File: config.mk
export PLATFORM = sky130hd
export DESIGN_NAME = keypad_scan_ctrl_flat
export DESIGN_NICKNAME = d
export VERILOG_FILES = /design/src/rtl/keypad_pkg.sv /design/src/rtl/keypad_scan_ctrl_if.sv /design/src/rtl/key_int_pulse.sv /design/src/rtl/keypad_scan_ctrl.sv /design/src/flat_wrapper.sv
export SDC_FILE = /design/constraint.sdc
export NUM_CORES = 1
export LEC_CHECK = 0
export CAP_MARGIN = 30
export CORE_ASPECT_RATIO = 2
export CORE_MARGIN = 8
export CORE_UTILIZATION = 62
export CTS_CLUSTER_DIAMETER = 100
export DETAILED_ROUTE_END_ITERATION = 12
export GPL_TIMING_DRIVEN = 0
export PLACE_DENSITY = 0.86
export SLEW_MARGIN = 20
export SYNTH_ARGS = -nofsm -noshare
export SYNTH_HDL_FRONTEND = slang
export SYNTH_SLANG_ARGS = --single-unit
File: constraint.sdc
create_clock -name clk -period 4.7 [get_ports clk]
set_input_delay 0.47 -clock clk [delete_from_list [all_inputs] [get_ports clk]]
set_output_delay 0.47 -clock clk [all_outputs]
set_load 0.05 [all_outputs]
File: src/rtl/keypad_pkg.sv
// Shared constants, state types and the row/column keymap for the 3x4 keypad controller.
package keypad_pkg;

    localparam logic [3:0] KEY_NONE = 4'hF;
    localparam logic [3:0] KEY_STAR = 4'hA;
    localparam logic [3:0] KEY_HASH = 4'hB;

    typedef enum logic {StDrive, StEval} scan_state_e;
    typedef enum logic {StIdle, StPulse} int_state_e;

    // Row-major: rows 0..2 hold digits 1..9, row 3 holds *, 0, #.
    function automatic logic [3:0] keymap(input logic [1:0] row, input logic [1:0] col);
        logic [3:0] code;
        code = KEY_NONE;
        if (row == 2'd3) begin
            case (col)
                2'd0:    code = KEY_STAR;
                2'd1:    code = 4'd0;
                default: code = KEY_HASH;
            endcase
        end else begin
            code = 4'(row) * 4'd3 + 4'(col) + 4'd1;
        end
        return code;
    endfunction

endpackage

File: src/rtl/keypad_scan_ctrl_if.sv
// Keypad pins and CPU-side key/interrupt signals of the keypad scan controller.
interface keypad_scan_ctrl_if;

    logic [2:0] col;
    logic       int_ack;
    logic [3:0] row;
    logic [3:0] key_code;
    logic       key_valid;
    logic       key_down;
    logic       overrun;
    logic       interrupt;

    modport master (
        input  col,
        input  int_ack,
        output row,
        output key_code,
        output key_valid,
        output key_down,
        output overrun,
        output interrupt
    );

    modport slave (
        output col,
        output int_ack,
        input  row,
        input  key_code,
        input  key_valid,
        input  key_down,
        input  overrun,
        input  interrupt
    );

endinterface

File: src/rtl/key_int_pulse.sv
// Fixed-width interrupt pulse generator; a start while pulsing restarts the width count.
module key_int_pulse
    import keypad_pkg::*;
#(
    parameter int unsigned INT_CYCLES = 3
) (
    input  logic clk,
    input  logic rst_n,
    input  logic start_i,
    output logic pulse_o
);

    localparam int unsigned CntW = (INT_CYCLES > 1) ? $clog2(INT_CYCLES) : 1;
    localparam logic [CntW-1:0] CntLast = CntW'(INT_CYCLES - 1);

    int_state_e      state_q, state_d;
    logic [CntW-1:0] cnt_q, cnt_d;

    always_ff @(posedge clk or negedge rst_n) begin
        if (!rst_n) begin
            state_q <= StIdle;
            cnt_q   <= '0;
        end else begin
            state_q <= state_d;
            cnt_q   <= cnt_d;
        end
    end

    always_comb begin
        state_d = state_q;
        cnt_d   = cnt_q;
        if (start_i) begin
            state_d = StPulse;
            cnt_d   = '0;
        end else if (state_q == StPulse) begin
            if (cnt_q == CntLast) begin
                state_d = StIdle;
                cnt_d   = '0;
            end else begin
                cnt_d = cnt_q + 1'b1;
            end
        end
    end

    assign pulse_o = (state_q == StPulse);

endmodule

File: src/rtl/keypad_scan_ctrl.sv
// Row-scanning keypad controller: frame sampling, debounce, key latch and CPU handshake.
module keypad_scan_ctrl
    import keypad_pkg::*;
#(
    parameter int unsigned SCAN_DIV       = 50000,
    parameter int unsigned DEBOUNCE_SCANS = 4,
    parameter int unsigned INT_CYCLES     = 3
) (
    input  logic               clk,
    input  logic               rst_n,
    keypad_scan_ctrl_if.master bus
);

    localparam int unsigned DwellW  = $clog2(SCAN_DIV);
    localparam int unsigned StableW = $clog2(DEBOUNCE_SCANS + 1);
    localparam logic [DwellW-1:0]  DwellLast = DwellW'(SCAN_DIV - 1);
    localparam logic [StableW-1:0] StableMax = StableW'(DEBOUNCE_SCANS);

    scan_state_e        state_q, state_d;
    logic [1:0]         row_idx_q, row_idx_d;
    logic [DwellW-1:0]  dwell_q, dwell_d;
    logic [3:0]         frame_q, frame_d;
    logic [3:0]         cand_q, cand_d;
    logic [3:0]         committed_q, committed_d;
    logic [StableW-1:0] stable_q, stable_d;
    logic [3:0]         key_code_q, key_code_d;
    logic               key_valid_q, key_valid_d;
    logic               key_down_q, key_down_d;
    logic               overrun_q, overrun_d;
    logic               commit_press;
    logic [1:0]         col_idx;

    always_ff @(posedge clk or negedge rst_n) begin
        if (!rst_n) begin
            state_q     <= StDrive;
            row_idx_q   <= 2'd0;
            dwell_q     <= '0;
            frame_q     <= KEY_NONE;
            cand_q      <= KEY_NONE;
            committed_q <= KEY_NONE;
            stable_q    <= '0;
            key_code_q  <= KEY_NONE;
            key_valid_q <= 1'b0;
            key_down_q  <= 1'b0;
            overrun_q   <= 1'b0;
        end else begin
            state_q     <= state_d;
            row_idx_q   <= row_idx_d;
            dwell_q     <= dwell_d;
            frame_q     <= frame_d;
            cand_q      <= cand_d;
            committed_q <= committed_d;
            stable_q    <= stable_d;
            key_code_q  <= key_code_d;
            key_valid_q <= key_valid_d;
            key_down_q  <= key_down_d;
            overrun_q   <= overrun_d;
        end
    end

    // Lowest pressed column wins within a row.
    always_comb begin
        col_idx = 2'd2;
        if (bus.col[0]) begin
            col_idx = 2'd0;
        end else if (bus.col[1]) begin
            col_idx = 2'd1;
        end
    end

    always_comb begin
        state_d      = state_q;
        row_idx_d    = row_idx_q;
        dwell_d      = dwell_q;
        frame_d      = frame_q;
        cand_d       = cand_q;
        committed_d  = committed_q;
        stable_d     = stable_q;
        key_code_d   = key_code_q;
        key_valid_d  = key_valid_q;
        key_down_d   = key_down_q;
        overrun_d    = overrun_q;
        commit_press = 1'b0;

        // A same-cycle press commit below overrides this clear.
        if (bus.int_ack) begin
            key_valid_d = 1'b0;
        end

        case (state_q)
            StDrive: begin
                if (dwell_q == DwellLast) begin
                    dwell_d = '0;
                    if (frame_q == KEY_NONE && |bus.col) begin
                        frame_d = keymap(row_idx_q, col_idx);
                    end
                    if (row_idx_q == 2'd3) begin
                        state_d = StEval;
                    end else begin
                        row_idx_d = row_idx_q + 2'd1;
                    end
                end else begin
                    dwell_d = dwell_q + 1'b1;
                end
            end
            StEval: begin
                if (frame_q == cand_q) begin
                    if (stable_q != StableMax) begin
                        stable_d = stable_q + 1'b1;
                    end
                end else begin
                    cand_d   = frame_q;
                    stable_d = StableW'(1);
                end
                if (stable_d == StableMax && cand_d != committed_q) begin
                    committed_d = cand_d;
                    if (cand_d == KEY_NONE) begin
                        key_down_d = 1'b0;
                    end else begin
                        key_code_d   = cand_d;
                        key_down_d   = 1'b1;
                        key_valid_d  = 1'b1;
                        commit_press = 1'b1;
                        // An ack in the commit cycle retires the old key, so no overrun.
                        if (key_valid_q && !bus.int_ack) begin
                            overrun_d = 1'b1;
                        end
                    end
                end
                row_idx_d = 2'd0;
                frame_d   = KEY_NONE;
                state_d   = StDrive;
            end
            default: state_d = StDrive;
        endcase
    end

    assign bus.row       = 4'b0001 << row_idx_q;
    assign bus.key_code  = key_code_q;
    assign bus.key_valid = key_valid_q;
    assign bus.key_down  = key_down_q;
    assign bus.overrun   = overrun_q;

    key_int_pulse #(
        .INT_CYCLES(INT_CYCLES)
    ) u_int_pulse (
        .clk    (clk),
        .rst_n  (rst_n),
        .start_i(commit_press),
        .pulse_o(bus.interrupt)
    );

endmodule

File: src/flat_wrapper.sv
// flat-port wrapper written by rule: the top's interface ports become plain ports
module keypad_scan_ctrl_flat import keypad_pkg::*;
#(
    parameter int unsigned SCAN_DIV       = 50000,
    parameter int unsigned DEBOUNCE_SCANS = 4,
    parameter int unsigned INT_CYCLES     = 3
)
  (clk, rst_n, bus_col, bus_int_ack, bus_row, bus_key_code, bus_key_valid, bus_key_down, bus_overrun, bus_interrupt);
  keypad_scan_ctrl_if bus_i ();
  input  logic clk;
  input  logic rst_n;
  input wire logic [$bits(bus_i.col)-1:0] bus_col;
  input wire logic [$bits(bus_i.int_ack)-1:0] bus_int_ack;
  output wire logic [$bits(bus_i.row)-1:0] bus_row;
  output wire logic [$bits(bus_i.key_code)-1:0] bus_key_code;
  output wire logic [$bits(bus_i.key_valid)-1:0] bus_key_valid;
  output wire logic [$bits(bus_i.key_down)-1:0] bus_key_down;
  output wire logic [$bits(bus_i.overrun)-1:0] bus_overrun;
  output wire logic [$bits(bus_i.interrupt)-1:0] bus_interrupt;
  assign bus_i.col = bus_col;
  assign bus_i.int_ack = bus_int_ack;
  assign bus_row = bus_i.row;
  assign bus_key_code = bus_i.key_code;
  assign bus_key_valid = bus_i.key_valid;
  assign bus_key_down = bus_i.key_down;
  assign bus_overrun = bus_i.overrun;
  assign bus_interrupt = bus_i.interrupt;
  keypad_scan_ctrl #(.SCAN_DIV(SCAN_DIV), .DEBOUNCE_SCANS(DEBOUNCE_SCANS), .INT_CYCLES(INT_CYCLES)) u_core (.clk(clk), .rst_n(rst_n), .bus(bus_i));
endmodule
== After elaboration in Yosys (flattened, before gate mapping) ==
Cells that the tools add are included.

* Register bits: 44
* Input port bits: 6
* Output and inout bits: 12

* Add/subtract/negate cells: 6
* Multipliers: 1
* Eq/ne operators: 13
* Shifts and indexed selects: 1
* Muxes and demuxes: 32
* Bitwise logic cells: 2
* Reduce and logical (&&, ||, !) cells: 12

{| class="wikitable"
|+ Operator list
! operator !! number
|-
| $mux W4 || 5
|-
| $add A16 B1 Y16 const B || 1
|-
| $eq A16 B16 Y1 const B || 1
|-
| $mux W16 || 1
|-
| $pmux W4 S2 || 2
|-
| $mux W2 || 7
|-
| $mux W1 || 12
|-
| $mux W3 || 3
|-
| $eq A4 B4 Y1 const B || 2
|-
| $reduce_and A2 Y1 || 3
|-
| $add A2 B1 Y2 const B || 2
|-
| $add A4 B1 Y4 const B || 1
|-
| $add A4 B2 Y4 || 1
|-
| $eq A2 B2 Y1 const B || 2
|-
| $eq A4 B4 Y1 || 1
|-
| $mul A2 B2 Y4 const B || 1
|-
| $ne A2 B1 Y1 const B || 2
|-
| $ne A4 B4 Y1 || 1
|-
| $pmux W2 S2 || 1
|-
| $reduce_and A4 Y1 || 1
|-
| $shl A1 B2 Y4 const A || 1
|-
| $add A3 B1 Y3 const B || 1
|-
| $eq A3 B3 Y1 const B || 1
|-
| $logic_and A1 B1 Y1 || 3
|-
| 10 further kinds || 11
|}

== Longest topological paths before layout ==
Gate-level depths: netlist of the first run.

* Word-level depth: 9
* Mapped depth: 8
* Gate-level depth less buffers: 8

== Hierarchy ==
A second synthesis of the first run with hierarchy kept.

* Cells, all modules: 221
* Area total of the unflattened synthesis: 2382.3 um2

{| class="wikitable"
|+ By module, submodules not included
! module !! times used !! cells each !! area an instance (um2) !! seq. area each (um2)
|-
| keypad_scan_ctrl || 1 || 210 || 2254.7 || 1046.0
|-
| key_int_pulse || 1 || 11 || 127.6 || 75.1
|}

== Worst setup path before layout of the first run ==
Ideal clock, no wire load.

* Path kind: input -> register
* Start: input bus_col[1]
* End: register u_core.frame_q[3]
* Setup time: 0.077 ns
* Data arrival time: 2.225 ns
* Data required time: 4.623 ns
* Setup slack: 2.399 ns
* Stages on the path: 8
* Path buffers: 0
* Cell sequence: or2_2 > fa_1 > inv_1 > ha_1 > a21o_1 > a211oi_1 > o211ai_1 > a21o_1

* Cells in the longest elaborated chain, start to end: 8
* Elaborated cells between the ends (all ways): 15

{| class="wikitable"
|+ Ends and longest elaborated chain
! what !! line !! text
|-
| start, declared || flat_wrapper.sv:12 || <nowiki>input wire logic [$bits(bus_i.col)-1:0] bus_col;</nowiki>
|-
| $mux W2 || keypad_scan_ctrl.sv:66 || <nowiki>end else if (bus.col[1]) begin</nowiki>
|-
| $mux W2 || keypad_scan_ctrl.sv:64 || <nowiki>if (bus.col[0]) begin</nowiki>
|-
| $add A4 B2 Y4 (tied with other cells) || keypad_pkg.sv:22 || <nowiki>code = 4'(row) * 4'd3 + 4'(col) + 4'd1;</nowiki>
|-
| $add A4 B1 Y4 or $pmux W4 S2 (tied branches) || keypad_pkg.sv:22, keypad_pkg.sv:16 ||
|-
| $mux W4 || keypad_pkg.sv:15 || <nowiki>if (row == 2'd3) begin</nowiki>
|-
| $mux W4 || keypad_scan_ctrl.sv:94 || <nowiki>if (frame_q == KEY_NONE && |bus.col) begin</nowiki>
|-
| $mux W4 || keypad_scan_ctrl.sv:92 || <nowiki>if (dwell_q == DwellLast) begin</nowiki>
|-
| $pmux W4 S2 || keypad_scan_ctrl.sv:90 || <nowiki>case (state_q)</nowiki>
|-
| end signal, assigned || keypad_scan_ctrl.sv:50 || <nowiki>frame_q <= frame_d;</nowiki>
|-
| end, declared || keypad_scan_ctrl.sv:22 || <nowiki>logic [3:0] frame_q, frame_d;</nowiki>
|}

Several ways; a longest one is shown, not always the timed one. The select of a mux whose other input is x is not followed.
A chain may end at the register's enable or synchronous reset.

== Worst setup path in the final report of the first run ==
Ends and elaborated chain as after synthesis.

==> results of run 1 <==
-- path summary, 6_finish.rpt --
path / end / slack [ns] / depth (start not counted)
worst max-delay path: u_core.frame_q[3] / 2.12 / 9
worst min-delay path: u_core.bus.key_down / 0.17 / 1
worst max register to register: u_core.frame_q[3] / 2.45 / 8
worst min register to register: u_core.bus.overrun / 0.49 / 1
max in group asynchronous: u_core.cand_q[2] / 3.95 / 2
min in group clk: u_core.bus.overrun / 0.49 / 1
-- cells in the final DEF, fill, tap and decap left out, types with 6 or more instances in the layout --
master / synthesis / layout
a21o_1: 8 / 8
a21oi_1: 12 / 12
clkdlybuf4s50_1: 0 / 16
dfrtp_1: 28 / 28
dfstp_2: 16 / 16
ha_1: 10 / 10
inv_1: 19 / 19
nand2_1: 7 / 7
nand3_1: 13 / 13
nand4_1: 8 / 8
nor2_1: 10 / 10
nor3_1: 6 / 6
o21ai_0: 15 / 15
xnor2_1: 6 / 6
-- layer usage --
layer,GRT usage,part of all wire,wire length [µm]
met5,0,0,0
met1,0.160,0.35,1850
met4,0.106,0.044,230
met3,0.0326,0.039,203
met2,0.335,0.57,2980
-- worst register-to-register path, stage by stage (launching register included) --
cell and delay, ns:
dfrtp_1 0.43, inv_1 0.13, fa_1 0.54, inv_1 0.07, ha_1 0.29, a21o_1 0.16
a211oi_1 0.25, o211ai_1 0.13, a21o_1 0.20
-- cells by family after synthesis --
family | after synthesis | share of synthesized area
AND/OR/NAND/NOR | 73 | 0.174
AO/OA/AOI/OAI | 57 | 0.150
flip-flops | 44 | 0.448
buffers and inverters | 31 | 0.0599
multiplexers | 13 | 0.0644
adder cells (fa/ha/maj) | 12 | 0.0659
XOR/XNOR | 11 | 0.0385
-- synth_stat cells (all sizes together) (4+ instances only) --
master,n
a21o,9
a21oi,12
a22o,4
a41oi,5
and3,5
buf,9
dfrtp,28
dfstp,16
ha,10
inv,19
mux2,10
nand2,7
nand3,13
nand4,8
nor2,10
nor3,6
nor4,4
o211ai,4
o21ai,16
xnor2,6
xor2,5
-- stage by stage --
step,power [mW],hold WS (ns)
after floorplan,0.390,0.174
after global placement,0.402,0.455
after detailed placement,0.405,0.470
after CTS,0.665,0.175
after global routing,0.680,0.197
final,0.660,0.168
-- final cells by class --
type	instances	area [µm²]	share of cell area
Buffer	12	78.8	0.0275
Tap cell	51	63.8	0.0223
Clock buffer	7	97.6	0.0341
Clock inverter	1	5.00	0.00175
Multi-Input combinational cell	166	1230	0.431
Inverter	19	71.3	0.0249
Sequential cell	44	1120	0.391
Timing Repair Buffer	18	193	0.0673
-- sequential cells by signal (all words and copies together) (netlist names) --
signal	flops
u_core.cand_q	4
u_core.dwell_q	16
u_core.u_int_pulse.pulse_o	1
u_core.bus.key_down	1
u_core.row_idx_q	2
u_core.u_int_pulse.cnt_q	2
u_core.committed_q	4
u_core.bus.key_valid	1
u_core.frame_q	4
u_core.state_q	1
u_core.bus.overrun	1
u_core.stable_q	3
u_core.bus.key_code	4
-- power groups by stage --
stage	sequential [mW]	clock, mW	combinational, mW
global placement	0.386	0	0.0165
CTS	0.379	0.266	0.0195
floorplan	0.386	0	0.00422
finish	0.379	0.262	0.0189
global route	0.379	0.279	0.0216
detailed placement	0.386	0	0.0195
==> summary.md, run 1 <==
| Metric | Value |
|---|---|
| Critical path startpoint category | `input port` |
| Total Routing Usage GR | `0.178` |
| Seq/Total Area, Yosys | `0.448` |
| Ys async rst share | `1.00` |
| Seq pwr share | `0.574` |
| Worst hold path class | `in2async` |
| Yosys warns | `0` |
| Die ar. | `0.00645 mm²` |
| Outcome | `completed` |
| Largest net degree at the start of global routing | `26` |
| Post-Route WL | `around 5300 µm` |
| Global route overflow | `0` |
| Final Hold Vio Count | `0` |
| CP required | `4.93 ns` |
| Synth Cell Area | `0.00250 mm²` |
| CTS tree | `built` |
| Vias in the first global route | `~2100` |
| CP most frequent cell | `a21o_1` |
| Share of layout cells above drive strength 1 | `0.187` |
| Detailed Routing Iterations Pass 1 | `5` |
| Final worst slack | `about 2.1 ns` |
| Tmin final | `between 2 and 3 ns` |
| Routed vias/inst | `about 6.1` |
| Worst vdd ir | `between 0.2 and 0.3 mV` |
| H-tree Lvls | `2` |
| # diodes | `0` |
| Worst-Margin Slew | `0.585 ns` |
| Crit path from | `bus_col[1]` |
| Dominant cell type by area after synthesis | `dfrtp_1` |
| Core Area | `0.00388 mm²` |
| Clk pin slew, worst setup/hold paths | `0.08 ns` |
| First-pass GRT wire length | `about 8900 µm` |
| Inst Count DP | `310` |
| Reg2reg start | `u_core.row_idx_q[0]` |
| Antenna Nets Post-Route | `0` |
| CP arrival | `2.81 ns` |
| Die span in y | `about 110 µm` |
| PD cells | `about 230 mW/mm²` |
| Final setup TNS | `0 ns` |
| Final #Nets | `approximately 280` |
| Placed Area | `~0.0028 mm²` |
| DRC | `0` |
| Max Clk Rate | `around 390 MHz` |
| Delay-heaviest family, CP | `adder cells` |
| CTS max path bufs | `2` |
| Fillers | `a little under 300` |
| Psw | `137 µW` |
| Ys flop type | `dfrtp_1` |
| Initial Util | `0.645` |
| Finished Layout Cells | `318` |
| CP Capture Type | `register` |
| Io pins | `18` |
| P_leak | `roughly 1.3 nW` |
| FP Rows | `32` |
| Dpl ws | `about 1.8 ns` |
| RSZ-0062 raised after global routing | `no` |
| Avg WL per Cell | `between 15 and 20 µm` |
| Crit path cell chain | `clkdlybuf4s50_1 -> or2_2 -> fa_1 -> inv_1 -> ha_1 -> a21o_1 -> a211oi_1 -> o211ai_1 -> a21o_1` |
| GPL Wtd Cong | `just under 0.8` |
| Mapped Nets | `about 260` |
| Max FO, Critical Path | `4` |
| Post-synth cell types | `50` |
| Post-synth EDFFs | `0` |
| # Post-CTS Setup Buffers | `0` |
| # hold bufs at CTS | `0` |
| Post-synth top area share | `0.280` |
| Post-route cell area | `about 0.0029 mm²` |
| # resized after CTS | `0` |
| CTS Buf Count | `5` |
| Mean post-synth cell area | `a little over 10 µm²` |
| Via count | `slightly below 2000` |
| Crit Path Category | `in2reg` |
| Post-Route Skew | `around 0.0076 ns` |
| Syn Inst Count | `241` |
| DR iter-0 viols | `64` |
| Clock Latency Late Sink | `between 0.2 and 0.3 ns` |
| Post-DP HPWL | `3970 µm` |
| WP buf/inv | `2` |
| Final period util | `0.549` |
| Cell-internal power | `between 500 and 600 µW` |
| Slowest-stage cell, CP | `fa_1` |
| CP max stage delay | `0.48 ns` |
| Clock power frac | `0.397` |
| Max Transition Viols Final | `0` |
| Layout Utilization | `0.737` |
| Final setup fails | `0` |
| Antenna violations before repair | `0` |
| Die W | `just over 60 µm` |
| MaxCap Viol Count | `0` |
| Root buffer selected by CTS | `clkbuf_8` |
| Comb power frac | `0.029` |
| Max transition margin | `0.605` |
| Area contributors post-synth | `dfrtp_1 (28%), dfstp_2 (17%), ha_1 (5.0%)` |
| TritonCTS Sinks | `44` |
| FF+latch count, synth | `44` |
| Area Overhead vs Synth | `14.3%` |
| Port-buffer cells | `17` |
| Sw Ratio | `0.208` |
No activity file was read; power rests on OpenSTA's default activity.
==> inputs of run 2 (changes only) <==
Settings changed: CORE_UTILIZATION 62 to 53, PLACE_DENSITY 0.86 to 0.78.
Clock period 4.7 ns to 2.3 ns, I/O delays scaled along.
==> summary.md, run 2 (synthesized netlist as in run 1, its figures left out) <==
| Metric | Value |
|---|---|
| Outcome | `completed (unchanged)` |
| Routed vias/inst | `5.87 (was 6.12)` |
| WHS | `0.454 ns (was 0.168 ns)` |
| Antenna violations before repair | `0 (unchanged)` |
| Final setup fails | `0 (unchanged)` |
| CP required | `2.07 ns (was 4.93 ns)` |
| TritonCTS Sinks | `44 (unchanged)` |
| Share of layout cells above drive strength 1 | `0.194 (was 0.187)` |
| Area of the multi-input gates | `0.00124 mm² (was 0.00123 mm²)` |
| Slowest-stage cell, CP | `clkdlybuf4s50_1 (was fa_1)` |
| First-pass GRT wire length | `9100 µm (was 8890 µm)` |
| Most frequent cells in the layout | `dfrtp_1 (27), inv_1 (19), dfstp_2 (16) (was dfrtp_1 (28), inv_1 (19), clkdlybuf4s50_1 (16), dfstp_2 (16), o21ai_0 (15))` |
| Clock Latency Late Sink | `0.29 ns (about the same)` |
| DR iter-0 viols | `77 (was 64)` |
| Max reg flops | `16 (unchanged)` |
| CP Capture Type | `output port (was register)` |
| CTS tree | `built (unchanged)` |
| CP max stage delay | `0.87 ns (was 0.48 ns)` |
| Core Area | `0.00460 mm² (was 0.00388 mm²)` |
| Critical path startpoint category | `register (was input port)` |
| Worst hold path class | `in2async (unchanged)` |
| Via count | `1896 (was 1946)` |
| MaxCap Viol Count | `0 (unchanged)` |
| P_leak | `1.30 nW (was 1.28 nW)` |
| Max Transition Viols Final | `0 (unchanged)` |
| CTS Buf Count | `5 (unchanged)` |
| Fillers | `398 (was 294)` |
| Total Routing Usage GR | `0.154 (was 0.178)` |
| Clk pin slew, worst setup/hold paths | `0.08 ns (about the same)` |
| # Post-CTS Setup Buffers | `0 (unchanged)` |
| Final worst slack | `0.135 ns (was 2.12 ns)` |
| Crit Path Category | `reg2out (was in2reg)` |
| Worst-Margin Slew | `0.654 ns (was 0.585 ns)` |
| Initial Util | `0.545 (was 0.645)` |
| Avg WL per Cell | `16.2 µm (was 16.5 µm)` |
| CP arrival | `1.93 ns (was 2.81 ns)` |
| Final period util | `0.941` |
| DRC | `0 (unchanged)` |
| Root buffer selected by CTS | `clkbuf_8 (unchanged)` |
| Die span in y | `113 µm (was 106 µm)` |
| PD cells | `456 mW/mm² (was 231 mW/mm²)` |
| Post-Route WL | `5250 µm (was 5260 µm)` |
| Finished Layout Cells | `323 (was 318)` |
| Crit path cell chain | `ha_1 -> clkdlybuf4s50_1 (was clkdlybuf4s50_1 -> or2_2 -> fa_1 -> inv_1 -> ha_1 -> a21o_1 -> a211oi_1 -> o211ai_1 -> a21o_1)` |
| Inst Count DP | `314 (was 310)` |
| Biggest register | `u_core.dwell_q (unchanged)` |
| # diodes | `0 (unchanged)` |
| Post-Route Skew | `0.0110 ns (was 0.00759 ns)` |
| Post-DP HPWL | `3980 µm (was 3970 µm)` |
| RSZ-0062 raised after global routing | `no (unchanged)` |
| H-tree Lvls | `2 (unchanged)` |
| Commonest non-fill, non-tap cell in the layout | `dfrtp_1 (unchanged)` |
| Max Clk Rate | `462 MHz` |
| CTS max path bufs | `2 (unchanged)` |
| Vias in the first global route | `1983 (was 2065)` |
| Delay-heaviest family, CP | `buffers and inverters (was adder cells)` |
| Max FO, Critical Path | `9 (was 4)` |
| GPL Wtd Cong | `0.849 (was 0.794)` |
| Area Overhead vs Synth | `15.0% (was 14.3%)` |
| Die W | `64.6 µm (was 60.9 µm)` |
| Global route overflow | `0 (unchanged)` |
| Die ar. | `0.00732 mm² (was 0.00645 mm²)` |
| WP buf/inv | `1 (was 2)` |
| Final Hold Vio Count | `0 (unchanged)` |
| Io pins | `18 (unchanged)` |
| Worst vdd ir | `0.499 mV (was 0.267 mV)` |
| Register area | `0.00112 mm² (about the same)` |
| Max transition margin | `0.563 (was 0.605)` |
| Layout Utilization | `0.627 (was 0.737)` |
| FP Rows | `35 (was 32)` |
| Tmin final | `between 2 and 2.5 ns` |
| Final setup TNS | `0 ns (unchanged)` |
| Antenna Nets Post-Route | `0 (unchanged)` |
| Largest net degree at the start of global routing | `24 (was 26)` |
| Final #Nets | `285 (was 284)` |
| Dpl ws | `-0.321 ns (was 1.79 ns)` |
| Port-buffer cells | `17 (unchanged)` |
| Detailed Routing Iterations Pass 1 | `4 (was 5)` |
-- run 2: worst register-to-register path, delay by kind of cell (launching register included) --
kind / cells / cell delay (ns)
compound gates: 4 / 0.69
fa+ha+maj: 2 / 0.83
flops: 1 / 0.41
buf+inv: 2 / 0.18
-- run 2: final cells by class --
cell class              count  share of cell area
multi-input cells         166               0.430
repair buffers             19              0.0721
flip-flops and latches     44               0.389
inverters                  19              0.0248
clock inverters             1             0.00261
well taps                  55              0.0239
plain buffers              12              0.0274
clock buffers               7              0.0300
-- run 2: through the flow --
step / cell area (µm²) / power, mW
after floorplan: 2500 / 0.797
after global placement: 2740 / 0.823
after detailed placement: 2770 / 0.829
after CTS: 2870 / 1.33
after global routing: 2880 / 1.37
final: 2880 / 1.31
-- run 2: power breakdown --
part	internal, mW	switching, mW	total, mW
Sequential	0.775	0.0000000000000000359	0.775
Clock	0.244	0.256	0.500
Combinational	0.0163	0.0229	0.0392
Total	1.04	0.278	1.31
-- run 2: what timing repair did --
action / 4_1_cts / 5_1_grt
hold buffers: 1 / 0
gates resized for setup: 0 / 4
endpoints found under the hold margin: 10 / 0
endpoints found under the setup margin: 0 / 2
-- run 2: final timing paths --
| path | slack (ns) | endpoint | depth (start not counted) | from |
|---|---|---|---|---|
| min in group clk | 0.47 | u_core.frame_q[0] | 5 | bus_col[0] |
| setup reg to reg | 0.15 | u_core.frame_q[3] | 8 | u_core.row_idx_q[0] |
| hold / removal | 0.45 | u_core.dwell_q[11] | 2 | rst_n |
| max in group asynchronous | 1.28 | u_core.cand_q[3] | 3 | rst_n |
| setup / recovery | 0.14 | bus_row[3] | 2 | u_core.row_idx_q[1] |
| hold reg to reg | 0.48 | u_core.bus.overrun | 1 | u_core.bus.overrun |
-- run 2: routing by layer --
layer	up-vias	part of all wire	track usage
li1	917	-	-
met4	0	0.033	0.0909
met2	28	0.56	0.278
met5	-	0	0
met3	11	0.031	0.0297
met1	940	0.38	0.155
==> inputs of run 3 (changes only) <==
Settings changed: GPL_ROUTABILITY_DRIVEN set to 0, SKIP_LAST_GASP set to 1.
==> results of run 3 <==
The final DEF is identical to that of run 2; final timing and power are the same.
